<file path="src/rtl/easyobv_test_seq.sv">
// easyobv_test_seq
// Runs one timed loopback test per start request: CLEAR -> SETTLE -> RUN ->
// DRAIN -> DONE. Drives the traffic-generator enable and the monitor clear,
// and latches a snapshot of the monitor counters plus a status code on entry
// to DONE.
//
// Ports
//   clk, rst                  clock, asynchronous active-high reset
//   start, abort              test control (start sampled only in IDLE)
//   settle_cycles, run_cycles per-test cycle counts, latched at start
//   mon_tx/rx_pkt_cnt         live monitor packet counts
//   mon_mismatch              live monitor mismatch flag
//   mon_clear, gen_en         monitor clear / generator enable
//   busy, done                not-IDLE flag / one-cycle completion pulse
//   status                    0 OK, 1 MISMATCH, 2 DRAIN_TIMEOUT, 3 ABORTED
//   snap_tx/rx_pkt_cnt        counts captured on entry to DONE
//   snap_cycles               RUN cycles actually executed
module easyobv_test_seq #(
  parameter int CNT_WIDTH     = 32,
  parameter int CLEAR_CYCLES  = 4,
  parameter int DRAIN_TIMEOUT = 4096
) (
  input  logic                 clk,
  input  logic                 rst,
  input  logic                 start,
  input  logic                 abort,
  input  logic [CNT_WIDTH-1:0] settle_cycles,
  input  logic [CNT_WIDTH-1:0] run_cycles,
  input  logic [63:0]          mon_tx_pkt_cnt,
  input  logic [63:0]          mon_rx_pkt_cnt,
  input  logic                 mon_mismatch,
  output logic                 mon_clear,
  output logic                 gen_en,
  output logic                 busy,
  output logic                 done,
  output logic [1:0]           status,
  output logic [63:0]          snap_tx_pkt_cnt,
  output logic [63:0]          snap_rx_pkt_cnt,
  output logic [CNT_WIDTH-1:0] snap_cycles
);

  // Phase counter must hold settle counts, CLEAR_CYCLES and DRAIN_TIMEOUT.
  localparam int DW  = $clog2(DRAIN_TIMEOUT + 1);
  localparam int KW  = $clog2(CLEAR_CYCLES + 1);
  localparam int CW0 = (CNT_WIDTH > DW) ? CNT_WIDTH : DW;
  localparam int CW  = (CW0 > KW) ? CW0 : KW;

  localparam logic [1:0] ST_OK  = 2'd0;
  localparam logic [1:0] ST_MIS = 2'd1;
  localparam logic [1:0] ST_TO  = 2'd2;
  localparam logic [1:0] ST_AB  = 2'd3;

  typedef enum logic [2:0] {
    S_IDLE, S_CLEAR, S_SETTLE, S_RUN, S_DRAIN, S_DONE
  } state_t;

  state_t               state_q, state_d;
  logic [CW-1:0]        cnt_q, cnt_d;
  logic [CNT_WIDTH-1:0] settle_q, settle_d;
  logic [CNT_WIDTH-1:0] run_q, run_d;
  logic [CNT_WIDTH-1:0] cyc_q, cyc_d;
  logic                 sticky_q, sticky_d;
  logic [1:0]           status_q, status_d;
  logic [63:0]          snap_tx_q, snap_tx_d;
  logic [63:0]          snap_rx_q, snap_rx_d;
  logic                 mon_clear_q, gen_en_q, busy_q, done_q;

  always_comb begin
    state_d   = state_q;
    cnt_d     = cnt_q;
    settle_d  = settle_q;
    run_d     = run_q;
    cyc_d     = cyc_q;
    sticky_d  = sticky_q;
    status_d  = status_q;
    snap_tx_d = snap_tx_q;
    snap_rx_d = snap_rx_q;

    unique case (state_q)
      S_IDLE: begin
        if (start) begin
          settle_d = settle_cycles;
          run_d    = (run_cycles == '0) ? CNT_WIDTH'(1) : run_cycles;
          sticky_d = 1'b0;
          cyc_d    = '0;
          cnt_d    = '0;
          state_d  = S_CLEAR;
        end
      end
      S_CLEAR: begin
        if (cnt_q == CW'(CLEAR_CYCLES - 1)) begin
          cnt_d   = '0;
          state_d = (settle_q == '0) ? S_RUN : S_SETTLE;
        end else begin
          cnt_d = cnt_q + CW'(1);
        end
      end
      S_SETTLE: begin
        if (cnt_q == CW'(settle_q) - CW'(1)) begin
          cnt_d   = '0;
          state_d = S_RUN;
        end else begin
          cnt_d = cnt_q + CW'(1);
        end
      end
      S_RUN: begin
        sticky_d = sticky_q | mon_mismatch;
        cyc_d    = (cyc_q == '1) ? cyc_q : cyc_q + CNT_WIDTH'(1);
        // cyc_q counts completed RUN cycles; this one is the last.
        if (cyc_q == run_q - CNT_WIDTH'(1)) begin
          cnt_d   = '0;
          state_d = S_DRAIN;
        end
      end
      S_DRAIN: begin
        sticky_d = sticky_q | mon_mismatch;
        if (mon_rx_pkt_cnt == mon_tx_pkt_cnt) begin
          cnt_d    = '0;
          state_d  = S_DONE;
          status_d = sticky_d ? ST_MIS : ST_OK;
        end else if (cnt_q == CW'(DRAIN_TIMEOUT - 1)) begin
          cnt_d    = '0;
          state_d  = S_DONE;
          status_d = ST_TO;
        end else begin
          cnt_d = cnt_q + CW'(1);
        end
      end
      S_DONE: begin
        state_d = S_IDLE;
      end
      default: state_d = S_IDLE;
    endcase

    // Abort overrides every active state; IDLE (start wins) and DONE ignore it.
    if (abort && state_q != S_IDLE && state_q != S_DONE) begin
      cnt_d    = '0;
      state_d  = S_DONE;
      status_d = ST_AB;
    end

    if (state_d == S_DONE && state_q != S_DONE) begin
      snap_tx_d = mon_tx_pkt_cnt;
      snap_rx_d = mon_rx_pkt_cnt;
    end
  end

  // Outputs are decoded from the next state so they line up with the state.
  always_ff @(posedge clk or posedge rst) begin
    if (rst) begin
      state_q     <= S_IDLE;
      cnt_q       <= '0;
      settle_q    <= '0;
      run_q       <= '0;
      cyc_q       <= '0;
      sticky_q    <= 1'b0;
      status_q    <= ST_OK;
      snap_tx_q   <= '0;
      snap_rx_q   <= '0;
      mon_clear_q <= 1'b0;
      gen_en_q    <= 1'b0;
      busy_q      <= 1'b0;
      done_q      <= 1'b0;
    end else begin
      state_q     <= state_d;
      cnt_q       <= cnt_d;
      settle_q    <= settle_d;
      run_q       <= run_d;
      cyc_q       <= cyc_d;
      sticky_q    <= sticky_d;
      status_q    <= status_d;
      snap_tx_q   <= snap_tx_d;
      snap_rx_q   <= snap_rx_d;
      mon_clear_q <= (state_d == S_CLEAR);
      gen_en_q    <= (state_d == S_RUN);
      busy_q      <= (state_d != S_IDLE);
      done_q      <= (state_d == S_DONE);
    end
  end

  assign mon_clear       = mon_clear_q;
  assign gen_en          = gen_en_q;
  assign busy            = busy_q;
  assign done            = done_q;
  assign status          = status_q;
  assign snap_tx_pkt_cnt = snap_tx_q;
  assign snap_rx_pkt_cnt = snap_rx_q;
  assign snap_cycles     = cyc_q;

endmodule

</file>
<file path="config.mk">
export PLATFORM = sky130hd
export DESIGN_NAME = easyobv_test_seq
export DESIGN_NICKNAME = d
export VERILOG_FILES = /design/src/rtl/easyobv_test_seq.sv
export SDC_FILE = /design/constraint.sdc
export NUM_CORES = 1
export LEC_CHECK = 0
export CORE_AREA = 2 2 213 236
export CTS_BUF_LIST = sky130_fd_sc_hd__clkbuf_2 sky130_fd_sc_hd__clkbuf_4 sky130_fd_sc_hd__clkbuf_8
export CTS_CLUSTER_SIZE = 25
export DETAILED_ROUTE_END_ITERATION = 8
export DIE_AREA = 0 0 215 238
export SLEW_MARGIN = 20
export SYNTH_ARGS = -nofsm -noshare
export SYNTH_HDL_FRONTEND = slang
export SYNTH_SLANG_ARGS = --single-unit
</file>
<file path="constraint.sdc">
create_clock -name clk -period 10.3 [get_ports clk]
set_input_delay 2.06 -clock clk [delete_from_list [all_inputs] [get_ports clk]]
set_output_delay 2.06 -clock clk [all_outputs]
set_load 0.03 [all_outputs]
</file>
# Word level (Yosys, flattened, before mapping)
# Cells that the tools add are included.
# classes
n_mux	27
bitwise_logic	1
addsub	4
reduce_logical	19
eq_ne	18
# op_table
cell	count
$mux 32	9
$pmux 32 s5	1
$add 32x1->32 const B	2
$eq 32x32->1	2
$eq 64x64->1	1
$logic_not 32->1	2
$pmux 32 s2	1
$sub 32x1->32 const B	2
$eq 32x12->1 const B	1
$eq 32x2->1 const B	1
$eq 32x32->1 const B	1
$mux 3	7
$pmux 3 s5	1
$eq 3x2->1 const B	3
$ne 3x3->1 const B	3
$reduce_bool 3->1	3
$mux 2	4
$eq 3x1->1 const B	2
$eq 3x3->1 const B	2
$reduce_and 2->1	3
$reduce_and 3->1	2
$reduce_bool 2->1	3
$reduce_bool 6->1	1
$ne 2x2->1 const B	2
other kinds (6)	10
# word_totals
register_bits	266

# Longest topological paths before layout
# Gate-level depths: netlist of run 1.
# depth
word_depth	7
mapped_depth	13

# Worst setup path after synthesis of run 1
# No wires, ideal clock.
# synth_timing
path_type	input -> register
start	input port mon_rx_pkt_cnt[40]
end	register snap_rx_q[0] (netlist: snap_rx_pkt_cnt[0])
slack_ns	5.959
arrival_ns	4.214
cell_stages	11
t_required_ns	10.173
path_buffers	2
cell_sequence	xor2_1 -> nor4_1 -> nand4_1 -> nor4_1 -> a21o_1 -> a211oi_1 -> and2_1 -> and2b_1 -> buf_8 -> buf_6 -> mux2_1
# synth_via
elab_chain_len	6
# synth_lines
element	line	text
from (decl)	30	input logic [63:0] mon_rx_pkt_cnt,
$eq 64x64->1	117	if (mon_rx_pkt_cnt == mon_tx_pkt_cnt) begin
$mux 3	117	
$pmux 3 s5	79	unique case (state_q)
$mux 3	136	if (abort && state_q != S_IDLE && state_q != S_DONE) begin
$eq 3x3->1	142	if (state_d == S_DONE && state_q != S_DONE) begin
$logic_and 1x1->1	142	
to (signal assigned)	173	snap_rx_q <= snap_rx_d;
to (decl)	65	logic [63:0] snap_rx_q, snap_rx_d;
# No other way between the ends.
# A chain may end at the register's enable or synchronous reset.

# Worst setup path after layout of run 1
# layout_timing
start	input port mon_tx_pkt_cnt[28]
end	register snap_rx_q[24] (netlist: snap_rx_pkt_cnt[24])
# layout_via
elab_chain_len	6
# layout_lines
element	line	text
from (decl)	29	input logic [63:0] mon_tx_pkt_cnt,
$eq 64x64->1	117	
$mux 3	117	
$pmux 3 s5	79	
$mux 3	136	
$eq 3x3->1	142	
$logic_and 1x1->1	142	
# No other way between the ends.

==> metrics.cfg, run 1 <==
[setup_path]
start_kind=primary input
max_stage_delay_ps=910
r2r_start=run_q[0]
r2r_end=snap_rx_pkt_cnt[24]
cp.required_ps=10800
reg2reg_slack_ps=4710
r2r_cells=12
cp.arrival_ps=7320
end_kind=flip-flop
path_cells=clkdlybuf4s50_1, xor2_1, nor4_1, nand4_1, nor4_1, a21o_1, a211oi_1, and2_1, and2b_4, buf_4, mux2_2
worst-setup-path-type=primary input to flip-flop
cp_slowest_cell=and2b_4
crit_family=simple AND/OR/NAND/NOR gates
worst-path-buf-inv=2
crit_fanout=65
cpMostUsedCell=nor4_1

[timing]
final_hold_viol_count=0
rsz0062_at_grt=false
max_slew_margin_pct=27.78
setup_tns_ps=0
fmax_mhz=146.7
worstMarginPinSlew_ps=1083
period_share_pct=66.18
setup_violations=0
finalMaxSlewViolations=0
fin_worst_skew_ps=19.97
holdWs_ps=479.9
min_period_ps=6816

[yosys]
ys_seq_area_share_pct=46.12
syn_area_per_cell_sq_um=10.58
synth_edf_count=0
syn-cell-area_sq_um=14430
synthTopCellsByCount=dfrtp_1, nand2_1, mux2_1
yosys.area.top_type=dfrtp_1
synth_top_area_share_pct=46.12
ys_ff_latch=266
yosysWarnings=0
synthArstFlopShare_pct=100.0
synth.distinct_cells=67
ys.flop_type=dfrtp_1
yosys-top-cells-area=dfrtp_1, mux2_1, xor2_1
post-synth-top-count-cell=dfrtp_1
synth_nets=1565
syn_inst=1364

[global_routing]
grt_usage_pct=17.91
grt_pass1_vias=12290
antenna_found_initial=3
grt_pass1_wl_um=71860
grt_max_degree=155
grt-ovfl-total=0

[power]
powerDensity_nw_per_um2=283.7
ir_worst_vdd_v=0.0002306
power.total_uw=5607
p_leak_uw=0.007875

[detailed_routing]
vias=11950
routedWlPerCell_um=19.23
dr.first_iter.drc_count=645
route.detailed.drc=0
vias_per_cell=4.955
first_pass_iters=5
drtAntennaViolNets=0
drt_wl_total_um=46390

[min_path]
hold_end=snap_rx_pkt_cnt[18]
hp-class=flip-flop to flip-flop
hold_path_startpoint=snap_rx_pkt_cnt[18]
min_path_cells=1

[clock_tree]
cts_sinks=266
cts_tree=built
clk_latency_ps=620
cts_resized=0
cts_setup_buffers=0
path_clk_slew_ps=60
root_buffer=clkbuf_8
cts_max_level=2
cts_buffers=50
clk_path_buf_depth=3
cts_hold_buf=0

[floorplan]
die_w_um=215
die_area_sq_um=51170
fp-row-count=85
fp.dieH_um=238
start_util_pct=29.63
ios=363
coreArea_sq_um=48710

[finish]
area_growth_pct=36.94
fin_cells=2412
drive_gt1_share_pct=11.37
nets=1920

[placed_design]
hpwlAfterDp_um=34750
dp_cells=2319
gp_congestion=0.8643
port_buffers=362

[run_status]
status=finished clean

[flow_run]
maxCapViolCount=0

[worst max path at each step]
stage          depth (start not counted)                from  slack [ps]             endpoint
2_1_floorplan                          1                 rst         910                 busy
3_3_place_gp                          11  mon_tx_pkt_cnt[28]        2910  snap_rx_pkt_cnt[27]
3_5_place_dp                          11  mon_tx_pkt_cnt[28]        2880  snap_rx_pkt_cnt[33]
4_1_cts                               11  mon_tx_pkt_cnt[28]        3540  snap_rx_pkt_cnt[27]
5_1_grt                               11  mon_tx_pkt_cnt[28]        3360  snap_rx_pkt_cnt[33]
6_report                              11  mon_tx_pkt_cnt[28]        3480  snap_rx_pkt_cnt[24]
[kinds of logic (layout without fill, tap and decap cells)]
family	count (synthesis)	in the layout	synth area share (%)
xor gates and xnor gates	168	168	10.20
muxes	195	195	15.15
buffers and inverters	90	485	3.052
DFF	266	266	46.12
other	0	1	0
adders and majority gates	4	4	0.3468
and+or+nand+nor	490	490	17.90
AOI/OAI and AO/OA	151	151	7.231
[power by group]
part | leakage [uW] | internal [uW] | switching, uW | total [uW]
clock network | 0.000598 | 667 | 491 | 1160
registers | 0.00328 | 1460 | 403 | 1870
logic | 0.00400 | 1170 | 1410 | 2580
total | 0.00788 | 3300 | 2310 | 5610
[stage by stage]
stage | util [%] | setup WS [ps] | cell area [sq um]
CTS | 40.57 | 3545 | 19760
finish | 40.57 | 3484 | 19760
floorplan | - | 914.7 | 14430
global route | 40.57 | 3358 | 19760
global placement | 38.25 | 2905 | 18630
detailed placement | 38.25 | 2876 | 18630
[routing by layer]
metal	global-route usage (%)	vias to the layer above	part of all wire, %
li1	-	5629	-
met3	5.838	75	7.7
met5	0	-	0.050
met1	20.94	5865	41
met2	30.74	378	49
met4	6.437	4	2.8
[state kept, by name (all words and copies together), names as in the netlist, 2 cells and up]
signal,flops
snap_cycles,32
status,2
cnt_q,32
run_q,32
snap_tx_pkt_cnt,64
state_q,3
snap_rx_pkt_cnt,64
settle_q,32
[area by class of cell]
type	count	area (sq um)
Multi-Input combinational cell	1008	7363
Clock buffer	75	944.7
Antenna cell	1	2.502
Fill cell	4835	28950
Sequential cell	266	6656
Clock inverter	17	182.7
Tap cell	652	815.8
Timing Repair Buffer	372	3711
Inverter	21	86.33
[layout by cell type (no fill, tap or decap), types with 6 or more instances in the layout]
cell type,count
clkdlybuf4s50_1,362
dfrtp_1,266
nand2_1,120
mux2_1,109
xor2_1,104
nor2_1,85
mux2_2,78
xnor2_1,64
clkbuf_8,61
nor4_1,52
o21ai_0,37
nand3_1,33
nand4_1,33
nor3_1,30
nor2b_1,25
o221ai_1,24
inv_1,20
or3_1,20
o211ai_1,20
and2_1,19
a21oi_1,17
and3_1,16
clkbuf_4,14
clkinv_2,10
or4_1,9
buf_4,9
nand2b_1,8
mux2i_1,8
a31oi_1,7
and4_1,6
nor4b_1,6
(Power assumes the default switching activity.)
==> run 2: changes to the inputs <==
==> constraint.sdc (replaced) <==
create_clock -name clk -period 6.9 [get_ports clk]
set_input_delay 1.38 -clock clk [delete_from_list [all_inputs] [get_ports clk]]
set_output_delay 1.38 -clock clk [all_outputs]
set_load 0.03 [all_outputs]
==> metrics.cfg, run 2 (same netlist as run 1, synthesis figures left out) <==
[detailed_routing]
route.detailed.drc=0  ; unchanged
drt_wl_total_um=46320  ; was 46390 um
vias_per_cell=4.943  ; was 4.955
vias=11930  ; was 11950
first_pass_iters=4  ; was 5
dr.first_iter.drc_count=621  ; was 645
drtAntennaViolNets=0  ; unchanged
routedWlPerCell_um=19.20  ; was 19.23 um

[global_routing]
grt_usage_pct=17.95  ; was 17.91%
grt_pass1_wl_um=71780  ; was 71860 um
antenna_found_initial=3  ; unchanged
grt_max_degree=142  ; was 155
grt_pass1_vias=12430  ; was 12290
grt-ovfl-total=0  ; unchanged

[placed_design]
gp_congestion=0.8600  ; was 0.8643
hpwlAfterDp_um=34580  ; was 34750 um
place_area_sq_um=18660  ; was 18630 sq um
port_buffers=362  ; unchanged
dpl_worst_slack_ps=1156  ; was 2876 ps
dp_cells=2321  ; was 2319

[finish]
area_growth_pct=37.15  ; was 36.94%
fillers=4839  ; was 4835
fin_cells=2413  ; was 2412
drive_gt1_share_pct=11.42  ; was 11.37%
final_area_sq_um=19790  ; was 19760 sq um
layout_common_cells=clkdlybuf4s50_1, dfrtp_1, nand2_1  ; unchanged
nets=1922  ; was 1920
layout_commonest_cell=clkdlybuf4s50_1  ; unchanged

[clock_tree]
clk_latency_ps=620  ; about the same
cts_hold_buf=0  ; unchanged
cts_sinks=266  ; unchanged
cts_max_level=2  ; unchanged
cts_tree=built  ; unchanged
cts_setup_buffers=0  ; unchanged
cts_resized=0  ; unchanged
cts_buffers=50  ; unchanged
path_clk_slew_ps=60  ; about the same
root_buffer=clkbuf_8  ; unchanged
clk_path_buf_depth=3  ; unchanged

[setup_path]
crit_fanout=129  ; was 65
end_kind=flip-flop  ; unchanged
cp.arrival_ps=5500  ; was 7320 ps
worst-setup-path-type=primary input to flip-flop  ; unchanged
start_kind=primary input  ; unchanged
cp.required_ps=7400  ; was 10800 ps

[power]
ir_worst_vdd_v=0.0002758  ; was 0.0002306 V
powerDensity_nw_per_um2=422.3  ; was 283.7 nW/um^2
p_leak_uw=0.007881  ; was 0.007875 uW
power.total_uw=8358  ; was 5607 uW

[floorplan]
start_util_pct=29.63  ; unchanged
fp.dieH_um=238  ; unchanged
fp-row-count=85  ; unchanged
ios=363  ; unchanged
coreArea_sq_um=48710  ; unchanged
die_area_sq_um=51170  ; unchanged
die_w_um=215  ; unchanged

[timing]
fmax_mhz=199.8
setup_slack_ps=1895  ; was 3484 ps
setup_tns_ps=0  ; unchanged
finalMaxSlewViolations=0  ; unchanged
worstMarginPinSlew_ps=982.2  ; was 1083 ps
period_share_pct=72.53
fin_worst_skew_ps=20.36  ; was 19.97 ps
rsz0062_at_grt=false  ; unchanged
setup_violations=0  ; unchanged
min_period_ps=5005
final_hold_viol_count=0  ; unchanged
max_slew_margin_pct=33.91  ; was 27.78%

[run_status]
status=finished clean  ; unchanged

[min_path]
hp-class=flip-flop to flip-flop  ; unchanged

[flow_run]
maxCapViolCount=0  ; unchanged

-- run 2: path summary, 6_finish.rpt --
check | slack (ps) | endpoint | depth (start not counted) | from
worst max-delay path | 1900 | snap_rx_pkt_cnt[33] | 11 | mon_tx_pkt_cnt[49]
worst min-delay path | 480 | snap_tx_pkt_cnt[46] | 1 | snap_tx_pkt_cnt[46]
worst max register to register | 2310 | snap_rx_pkt_cnt[33] | 12 | run_q[0]
worst min register to register | 480 | snap_tx_pkt_cnt[46] | 1 | snap_tx_pkt_cnt[46]
max in group asynchronous | 4700 | run_q[29] | 3 | rst
min in group asynchronous | 1090 | snap_rx_pkt_cnt[42] | 2 | rst
-- run 2: final cells by class --
class,instances,area [sq um],area share [%]
Antenna cell,1,2.502,0.01264
Clock buffer,78,998.5,5.045
Inverter,21,82.58,0.4172
Clock inverter,13,130.1,0.6574
Multi-Input combinational cell,1008,7365,37.21
Timing Repair Buffer,374,3742,18.91
Sequential cell,266,6656,33.63
Tap cell,652,815.8,4.122
-- run 2: stage by stage --
step | util (%) | hold WS (ps)
floorplan | - | 502.2
global placement | 38.30 | 467.5
detailed placement | 38.30 | 473.7
CTS | 40.62 | 486.7
global route | 40.63 | 501.0
finish | 40.63 | 480.8
-- run 2: per-layer routing --
metal | up-vias | global-route usage (%) | part of all wire [%]
li1 | 5634 | - | -
met1 | 5794 | 21.35 | 40
met2 | 400 | 29.55 | 47
met3 | 98 | 5.634 | 7.8
met4 | 2 | 8.527 | 4.3
met5 | - | 0 | 0.039
-- run 2: power breakdown --
part | internal (uW) | switching [uW]
combinational | 1760 | 2110
clock | 997 | 723
sequential | 2180 | 587
total | 4940 | 3420
-- run 2: worst max-delay path, cell delays in order --
cell and delay (ps):
clkdlybuf4s50_1 540, xor2_1 200, nor4_1 480, nand4_1 370
nor4_1 750, a21o_1 200, a211oi_1 110, and2_1 190
and2b_4 250, buf_12 490, mux2_2 410
